<file path="config.mk">
export PLATFORM = sky130hd
export DESIGN_NAME = pipe_skid_stage
export DESIGN_NICKNAME = d
export VERILOG_FILES = /design/src/rtl/pipe_pkg.sv /design/src/rtl/sat_counter.sv /design/src/rtl/pipe_skid_stage.sv
export SDC_FILE = /design/constraint.sdc
export NUM_CORES = 1
export LEC_CHECK = 0
export BUFFER_PORTS_ARGS = -buffer_cell sky130_fd_sc_hd__buf_2
export CELL_PAD_IN_SITES_DETAIL_PLACEMENT = 1
export CELL_PAD_IN_SITES_GLOBAL_PLACEMENT = 1
export CORE_ASPECT_RATIO = 1.5
export CORE_MARGIN = 10
export CORE_UTILIZATION = 44
export DETAILED_ROUTE_END_ITERATION = 6
export PLACE_DENSITY = 0.9
export SKIP_CTS_REPAIR_TIMING = 1
export SLEW_MARGIN = 40
export SYNTH_ARGS = -nofsm -noshare
export SYNTH_HDL_FRONTEND = slang
export SYNTH_SLANG_ARGS = --single-unit
</file>
<file path="constraint.sdc">
create_clock -name clk_i -period 8.29 [get_ports clk_i]
set_input_delay 0.4145 -clock clk_i [delete_from_list [all_inputs] [get_ports clk_i]]
set_output_delay 0.4145 -clock clk_i [all_outputs]
set_load 0.03 [all_outputs]
</file>
<file path="src/rtl/pipe_pkg.sv">
`default_nettype none
// ============================================================================
// Module      : pipe_pkg
// Description : Shared types for the elastic pipeline stage: occupancy-encoded
//               skid-buffer state and related helpers.
// Revision    : 1.0 - initial release
// ============================================================================
package pipe_pkg;

    // State value equals the number of entries held, so it drives occ_o directly
    typedef enum logic [1:0] {
        ST_EMPTY = 2'd0,
        ST_ONE   = 2'd1,
        ST_TWO   = 2'd2
    } skid_state_e;

    localparam int unsigned C_OCC_W = 2;

    // Occupancy view of the state encoding
    function automatic logic [C_OCC_W-1:0] state_to_occ(input skid_state_e s);
        return C_OCC_W'(s);
    endfunction

endpackage : pipe_pkg
`default_nettype wire

</file>
<file path="src/rtl/sat_counter.sv">
`default_nettype none
// ============================================================================
// Module      : sat_counter
// Description : Up-counter that sticks at its all-ones value instead of
//               wrapping. Cleared only by the asynchronous active-low reset.
// Revision    : 1.0 - initial release
// ============================================================================
module sat_counter #(
    parameter int unsigned CNT_W = 32
) (
    input  logic             clk_i,
    input  logic             reset_ni,
    input  logic             inc_i,
    output logic [CNT_W-1:0] cnt_o
);

    logic [CNT_W-1:0] r_cnt;
    logic             w_at_max;

    assign w_at_max = (r_cnt == {CNT_W{1'b1}});

    // Count requested cycles, holding once the maximum is reached
    always_ff @(posedge clk_i or negedge reset_ni) begin
        if (!reset_ni) begin
            r_cnt <= '0;
        end else if (inc_i && !w_at_max) begin
            r_cnt <= r_cnt + CNT_W'(1);
        end
    end

    assign cnt_o = r_cnt;

endmodule : sat_counter
`default_nettype wire

</file>
<file path="src/rtl/pipe_skid_stage.sv">
`default_nettype none
// ============================================================================
// Module      : pipe_skid_stage
// Description : Elastic valid/ready pipeline register with a 2-entry skid
//               buffer. in_ready_o depends only on state and flush, never on
//               out_ready_i. Includes redirect flush and a saturating
//               back-pressure cycle counter.
// Revision    : 1.0 - initial release
// ============================================================================
module pipe_skid_stage
    import pipe_pkg::*;
#(
    parameter int unsigned DATA_W = 64,
    parameter int unsigned CNT_W  = 32
) (
    input  logic              clk_i,
    input  logic              reset_ni,
    input  logic              flush_i,
    input  logic              in_valid_i,
    output logic              in_ready_o,
    input  logic [DATA_W-1:0] in_data_i,
    output logic              out_valid_o,
    input  logic              out_ready_i,
    output logic [DATA_W-1:0] out_data_o,
    output logic [1:0]        occ_o,
    output logic [CNT_W-1:0]  stall_cnt_o
);

    skid_state_e       r_state;
    skid_state_e       w_state_nxt;

    logic [DATA_W-1:0] r_main;
    logic [DATA_W-1:0] r_skid;

    logic              w_push;
    logic              w_pop;
    logic              w_load_main_in;
    logic              w_load_main_skid;
    logic              w_load_skid;
    logic              w_stall;

    // Handshake signals. Flush masks both ready and valid, so a flush cycle
    // can never produce a push or a pop.
    assign in_ready_o  = (r_state != ST_TWO)   && !flush_i;
    assign out_valid_o = (r_state != ST_EMPTY) && !flush_i;
    assign w_push      = in_valid_i  && in_ready_o;
    assign w_pop       = out_valid_o && out_ready_i;

    // State register: occupancy of the stage
    always_ff @(posedge clk_i or negedge reset_ni) begin
        if (!reset_ni) begin
            r_state <= ST_EMPTY;
        end else begin
            r_state <= w_state_nxt;
        end
    end

    // Next-state: flush empties the stage, otherwise track push/pop
    always_comb begin
        w_state_nxt = r_state;
        if (flush_i) begin
            w_state_nxt = ST_EMPTY;
        end else begin
            unique case (r_state)
                ST_EMPTY: begin
                    if (w_push) w_state_nxt = ST_ONE;
                end
                ST_ONE: begin
                    if (w_push && !w_pop)      w_state_nxt = ST_TWO;
                    else if (w_pop && !w_push) w_state_nxt = ST_EMPTY;
                end
                ST_TWO: begin
                    if (w_pop) w_state_nxt = ST_ONE;
                end
                default: w_state_nxt = ST_EMPTY;
            endcase
        end
    end

    // Output decode: which data register loads from where this cycle
    always_comb begin
        w_load_main_in   = 1'b0;
        w_load_main_skid = 1'b0;
        w_load_skid      = 1'b0;
        unique case (r_state)
            ST_EMPTY: begin
                w_load_main_in = w_push;
            end
            ST_ONE: begin
                // Simultaneous push/pop replaces the head; push alone overflows
                // into the skid slot so the head keeps FIFO order.
                w_load_main_in = w_push && w_pop;
                w_load_skid    = w_push && !w_pop;
            end
            ST_TWO: begin
                w_load_main_skid = w_pop;
            end
            default: begin
                w_load_main_in   = 1'b0;
            end
        endcase
    end

    // Head register: always the oldest held payload, cleared by reset only
    always_ff @(posedge clk_i or negedge reset_ni) begin
        if (!reset_ni) begin
            r_main <= '0;
        end else if (w_load_main_in) begin
            r_main <= in_data_i;
        end else if (w_load_main_skid) begin
            r_main <= r_skid;
        end
    end

    // Overflow register: only meaningful in ST_TWO, so it carries no reset
    always_ff @(posedge clk_i) begin
        if (w_load_skid) begin
            r_skid <= in_data_i;
        end
    end

    assign out_data_o = r_main;
    assign occ_o      = state_to_occ(r_state);

    // Back-pressure: valid payload offered but not taken
    assign w_stall = out_valid_o && !out_ready_i;

    sat_counter #(
        .CNT_W (CNT_W)
    ) u_stall_cnt (
        .clk_i    (clk_i),
        .reset_ni (reset_ni),
        .inc_i    (w_stall),
        .cnt_o    (stall_cnt_o)
    );

endmodule : pipe_skid_stage
`default_nettype wire

</file>
==> results.cfg, run 1 <==
[run_status]
status = complete, but fails checks
violations = hold timing

[synthesis]
avgSynthCellArea_um2 = 14.3
yosys-top-cells-area = dfrtp_1, edfxtp_1, a22o_1, a21o_1, xnor2_1
ys.flop_type = dfrtp_1
synth_nets = 520
synth-edff-count = 64
synth_top_area_share_pct = 38.3
yosysWarnings = 0
ys_types = 40
yosysTopAreaCell = dfrtp_1
async_flop_share_pct = 60.5
ys_ff_latch = 162
synth_cells = 448
seq_area_frac_synth_pct = 68.3
synthesis.area_um2 = 6400

[grt]
grt_pass1_wl_um = 28500
grt.total_usage_pct = 18.1
grt_overflow = 0
use_met1_pct = 18.3
met2_usage_pct = 33.0
grt_max_degree = 66
gr-usage-met3_pct = 6.87
top_usage_layer = met2
antenna_found_initial = 3
grt_pass1_vias = 5155

[route]
antenna_left = 0
dr.pass1.iters = 4
drtIter0Drc = 211
via_per_inst = 5.48
drc = 0
routed_wl_um = 18100
wl_per_cell_um = 22.1
vias = 4502

[worst_setup_path]
crit_chain = nor2_1 -> nor2_1 -> nand2_1 -> inv_1 -> ha_1 -> a22oi_1 -> nor2_4 -> buf_4 -> nor2_4 -> buf_4 -> a21o_1
path_depth = 11
cp-start-kind = flip-flop
cp_max_fo = 65
max_stage_delay_ns = 0.62
crit_family = simple AND/OR/NAND/NOR gates
cp_num_buf_inv = 3
cp.required_ns = 8.65
worstPathArrival_ns = 3.64
reg2reg_depth = 11
crit_type = flip-flop to flip-flop
endpoint_kind = flip-flop
cpMaxStageDelayCell = nor2_4

[min_path]
hp-class = input port to asynchronous set/reset pin

[sta]
maxSlewHeadroom_pct = 46.6
whs_ns = -0.00774
min_period_ns = 3.28
worst_slew_pin_slew_ns = 0.799
drv_slew = 0
skew_ns = 0.00848
setup_viol = 0
fmax_mhz = 305
finalSetupTns_ns = 0
fin_ws_ns = 5.01
hold_viol = 5
timing.final.crit_share_pct = 39.6
rsz0062_at_grt = no

[final_layout]
layout-drive-gt1-share_pct = 34.6
fill_cells = 1463
design_area_um2 = 8060
nets = 687
layout-area-overhead-vs-synth_pct = 25.8
final_cell_count_no_fill = 821

[placed_design]
port_buffers = 168
place_inst = 788
pre_cts_ws_ns = 4.98
gp_congestion = 0.801
hpwlAfterDp_um = 12900
placed_cell_area_um2 = 7460

[cts]
clock_latency_ns = 0.42
clk_path_buf_depth = 2
cts_sinks = 162
clk_pin_slew_ns = 0.07
tritoncts = done
cts_made_buffers = 17
ctsHtreeMaxLevel = 4
cts-root-buf = clkbuf_16

[floorplan]
die_y_um = 168
die-area_um2 = 19900
initial_core_util_pct = 45.3
die_x_um = 119
row_count = 53
core_um2 = 14100
ios = 169

[run]
drv_cap = 0

[pwr]
power_density_nw_per_um2 = 265
vdd_drop_max_mv = 0.159
leakage_nw = 3.95
[final timing paths]
| path | start | to | slack, ns |
|---|---|---|---|
| max in group asynchronous | reset_ni | out_data_o[39] | 7.14 |
| min reg2reg | out_data_o[13] | out_data_o[13] | 0.47 |
| min in group clk_i | in_data_i[21] | r_skid[21] | 0.19 |
| min | reset_ni | u_stall_cnt.cnt_o[6] | -0.008 |
| max reg2reg | occ_o[1] | out_data_o[61] | 5.01 |
| max | occ_o[1] | out_data_o[61] | 5.01 |
[layer usage]
| layer | vias to the layer above | part of all wire [%] |
|---|---|---|
| li1 | 2029 | - |
| met1 | 2301 | 37 |
| met2 | 139 | 54 |
| met3 | 29 | 6.6 |
| met4 | 4 | 1.7 |
| met5 | - | 0.17 |
[stage by stage]
step | total power, mW | utilization [%]
after floorplan | 1.20 | -
after global placement | 1.34 | 52.8
after detailed placement | 1.36 | 52.8
after CTS | 2.17 | 57.0
after global routing | 2.22 | 57.0
final | 2.13 | 57.0
[placed cells by master (no fill, tap or decap), types with 2 or more instances in the layout]
cell type and n:
nor3_1 4, and4_1 4, xor2_1 9, ha_1 3, and2_1 4, inv_1 4, and3_1 4, nor3b_1 3
buf_2 167, nor4_1 2, clkbuf_16 17, xnor2_1 19, nand4b_1 2, a21o_1 64, nand2_1 13, a22o_1 64
dfrtp_1 98, nor2_4 3, nand4_1 10, nand3_1 12, inv_6 8, a21oi_1 4, buf_4 6, bufinv_16 2
nor2_1 13, inv_8 2, edfxtp_1 64, nor3_2 2, a211oi_1 2
[cell usage after synthesis, drive strengths merged (3+ instances only)]
library cell / number
nor3b: 4
a21o: 64
a21oi: 4
nand3: 12
nand4: 11
nor3: 6
dfrtp: 98
xnor2: 19
nor2: 16
and4: 4
xor2: 9
a22o: 64
ha: 3
inv: 4
edfxtp: 64
and3: 4
nand2: 13
clkbuf: 23
and2: 4
[cells by family after synthesis]
kind of cell / synth area share [%]
compound gates: 17.6
mux: 0.352
flops: 68.3
buf+inv: 1.76
xor+xnor: 3.83
fa+ha+maj: 0.586
simple gates: 7.52
[power breakdown]
group          switching (mW)  internal [mW]  total (mW)
Sequential             0.0511          0.912       0.963
Combinational           0.254          0.119       0.373
Clock                   0.342          0.456       0.797
Total                   0.647           1.49        2.13
[state kept, by name (all words and copies together) (netlist names)]
| signal | flops |
|---|---|
| u_stall_cnt.cnt_o | 32 |
| r_skid | 64 |
| out_data_o | 64 |
| occ_o | 2 |
[final cells by class]
| cell class | count | area, um^2 | share of cell area [%] |
|---|---|---|---|
| multi-input combinational | 257 | 1950 | 24.2 |
| timing repair buffer | 173 | 881 | 10.9 |
| clock inverter | 14 | 165 | 2.05 |
| tap | 192 | 240 | 2.98 |
| clock buffer | 18 | 429 | 5.33 |
| inverter | 4 | 15.0 | 0.186 |
| sequential | 162 | 4370 | 54.3 |
| antenna | 1 | 2.50 | 0.0311 |
Note: power is estimated with default switching activity, not from simulation.
==> run 2: changes to the inputs <==
ABC_AREA = 1   (was default)
CORE_UTILIZATION = 41   (was 44)
PLACE_DENSITY = 0.88   (was 0.9)
clock period = 3.26 ns   (was 8.29 ns; I/O delays follow)
==> results.cfg, run 2 <==
[pwr]
design_power_total_mw = 5.82
leakage_nw = 4.46
power_density_nw_per_um2 = 629
vdd_drop_max_mv = 0.416

[grt]
grt_overflow = 0
grt_pass1_wl_um = 34700
grt.total_usage_pct = 19.0
grt_max_degree = 65
grt_pass1_vias = 6324
antenna_found_initial = 1

[sta]
min_period_ns = 2.48
drv_slew = 0
timing.final.crit_share_pct = 76.0
maxSlewHeadroom_pct = 53.0
hold_viol = 0
skew_ns = 0.0117
rsz0062_at_grt = no
fmax_mhz = 403
worst_slew_pin_slew_ns = 0.705
setup_viol = 0
finalSetupTns_ns = 0
whs_ns = 0.0473
fin_ws_ns = 0.782

[synthesis]
yosys-top-cells-area = dfrtp_1, edfxtp_1, nand2_1, a22oi_1, nor2_1
yosysWarnings = 0
ys_types = 29
seq_area_frac_synth_pct = 62.4
avgSynthCellArea_um2 = 9.81
ys.flop_type = dfrtp_1
ys_ff_latch = 162
synthesis.area_um2 = 7010
synth.most_common_cell = nand2_1
yosysTopAreaCell = dfrtp_1
synth_common_cells = nand2_1, dfrtp_1, a22oi_1, edfxtp_1, nor2_1
synth_cells = 714
synth_nets = 786
synth_top_area_share_pct = 35.0
synth-edff-count = 64
async_flop_share_pct = 60.5

[final_layout]
finalCoreUtilization_pct = 55.2
design_area_um2 = 9260
n_antenna_cell = 0
nets = 1019
layout-drive-gt1-share_pct = 23.2
fill_cells = 1914
final_cell_mix = nand2_1, buf_2, dfrtp_1, dlygate4sd3_1
final_common_cell = nand2_1
final_cell_count_no_fill = 1170
layout-area-overhead-vs-synth_pct = 32.2

[floorplan]
ios = 169
row_count = 58
die-area_um2 = 22800
die_y_um = 180
initial_core_util_pct = 41.8
die_x_um = 127
core_um2 = 16800

[worst_setup_path]
worstPathArrival_ns = 2.83
cp-start-kind = flip-flop
rr_startpoint = occ_o[0]
critPathCapture = out_data_o[39]
r2r_slack_ns = 0.78
crit_type = flip-flop to flip-flop
cp.required_ns = 3.61
cp_max_fo = 64
endpoint_kind = flip-flop
worst_r2r_endpoint = out_data_o[39]
reg2reg_depth = 11
crit_path_start = occ_o[0]

[cts]
cts-root-buf = clkbuf_16
clock_latency_ns = 0.43
cts_sinks = 162
tritoncts = done
ctsHtreeMaxLevel = 4
clk_pin_slew_ns = 0.07
clk_path_buf_depth = 2
cts_made_buffers = 17

[route]
wl_per_cell_um = 21.2
routed_wl_um = 24800
vias = 6125
antenna_left = 0
drtIter0Drc = 438
drc = 0
dr.pass1.iters = 5
via_per_inst = 5.24

[placed_design]
place_inst = 1073
hpwlAfterDp_um = 15500
gp_congestion = 0.850
pre_cts_ws_ns = 0.843
placed_cell_area_um2 = 8020
port_buffers = 168

[run]
drv_cap = 0

[run_status]
status = finished, final reports clean

[min_path]
hp-class = input port to flip-flop
[run 2: changes by cell type in the layout (fill, tap and decap cells not counted), moves of 5 or more]
cell,before,now
xnor2_1,19,5
nand4_1,10,4
inv_1,4,29
dlygate4sd3_1,0,65
nand3_1,12,21
inv_6,8,1
a22oi_1,1,64
nand2_1,13,316
inv_2,0,5
nor2_1,13,50
a22o_1,64,0
a21o_1,64,0
[run 2: cell families after synthesis]
kind of cell,synth area share (%)
adder cells (fa/ha/maj),0.536
flip-flops,62.4
AO/OA/AOI/OAI,7.52
buffers and inverters,4.39
XOR/XNOR,1.63
AND/OR/NAND/NOR,23.5
[run 2: cell type report]
class                   instances  area (um^2)  share of cell area (%)
flip-flops and latches        162         4370                    47.2
multi-input cells             492         2330                    25.2
repair buffers                239         1560                    16.9
clock buffers                  19          454                    4.90
well taps                     210          263                    2.84
clock inverters                13          140                    1.51
inverters                      35          134                    1.45
[run 2: report_power, final]
group          switching, mW  total [mW]  internal (mW)
Clock                  0.943        2.01           1.07
Combinational          0.910        1.27          0.361
Sequential             0.175        2.54           2.36
[run 2: critical path, stage by stage (launching register included)]
cell	delay [ns]
dfrtp_1	0.45
nor2_2	0.30
nor2_2	0.09
nand2_1	0.11
inv_1	0.06
ha_1	0.18
nand3_1	0.13
o21ai_4	0.08
nor2_4	0.07
buf_4	0.56
nand2_1	0.19
nand2_1	0.16
[run 2: per-layer routing]
layer	GRT usage [%]	part of all wire (%)	vias to the layer above
li1	-	-	2821
met1	21.6	38	3052
met2	32.9	54	206
met3	5.30	5.0	44
met4	6.85	2.7	2
met5	0	0.073	-
[run 2: worst min-delay path by stage]
stage | cells after the start | slack, ns | from | endpoint
after CTS | 1 | -0.22 | reset_ni | out_data_o[35]
final | 2 | 0.05 | flush_i | occ_o[0]
after detailed placement | 1 | 0.24 | reset_ni | out_data_o[35]
after floorplan | 0 | -0.13 | reset_ni | occ_o[0]
after global placement | 1 | 0.24 | reset_ni | out_data_o[36]
after global routing | 2 | 0.05 | flush_i | occ_o[0]
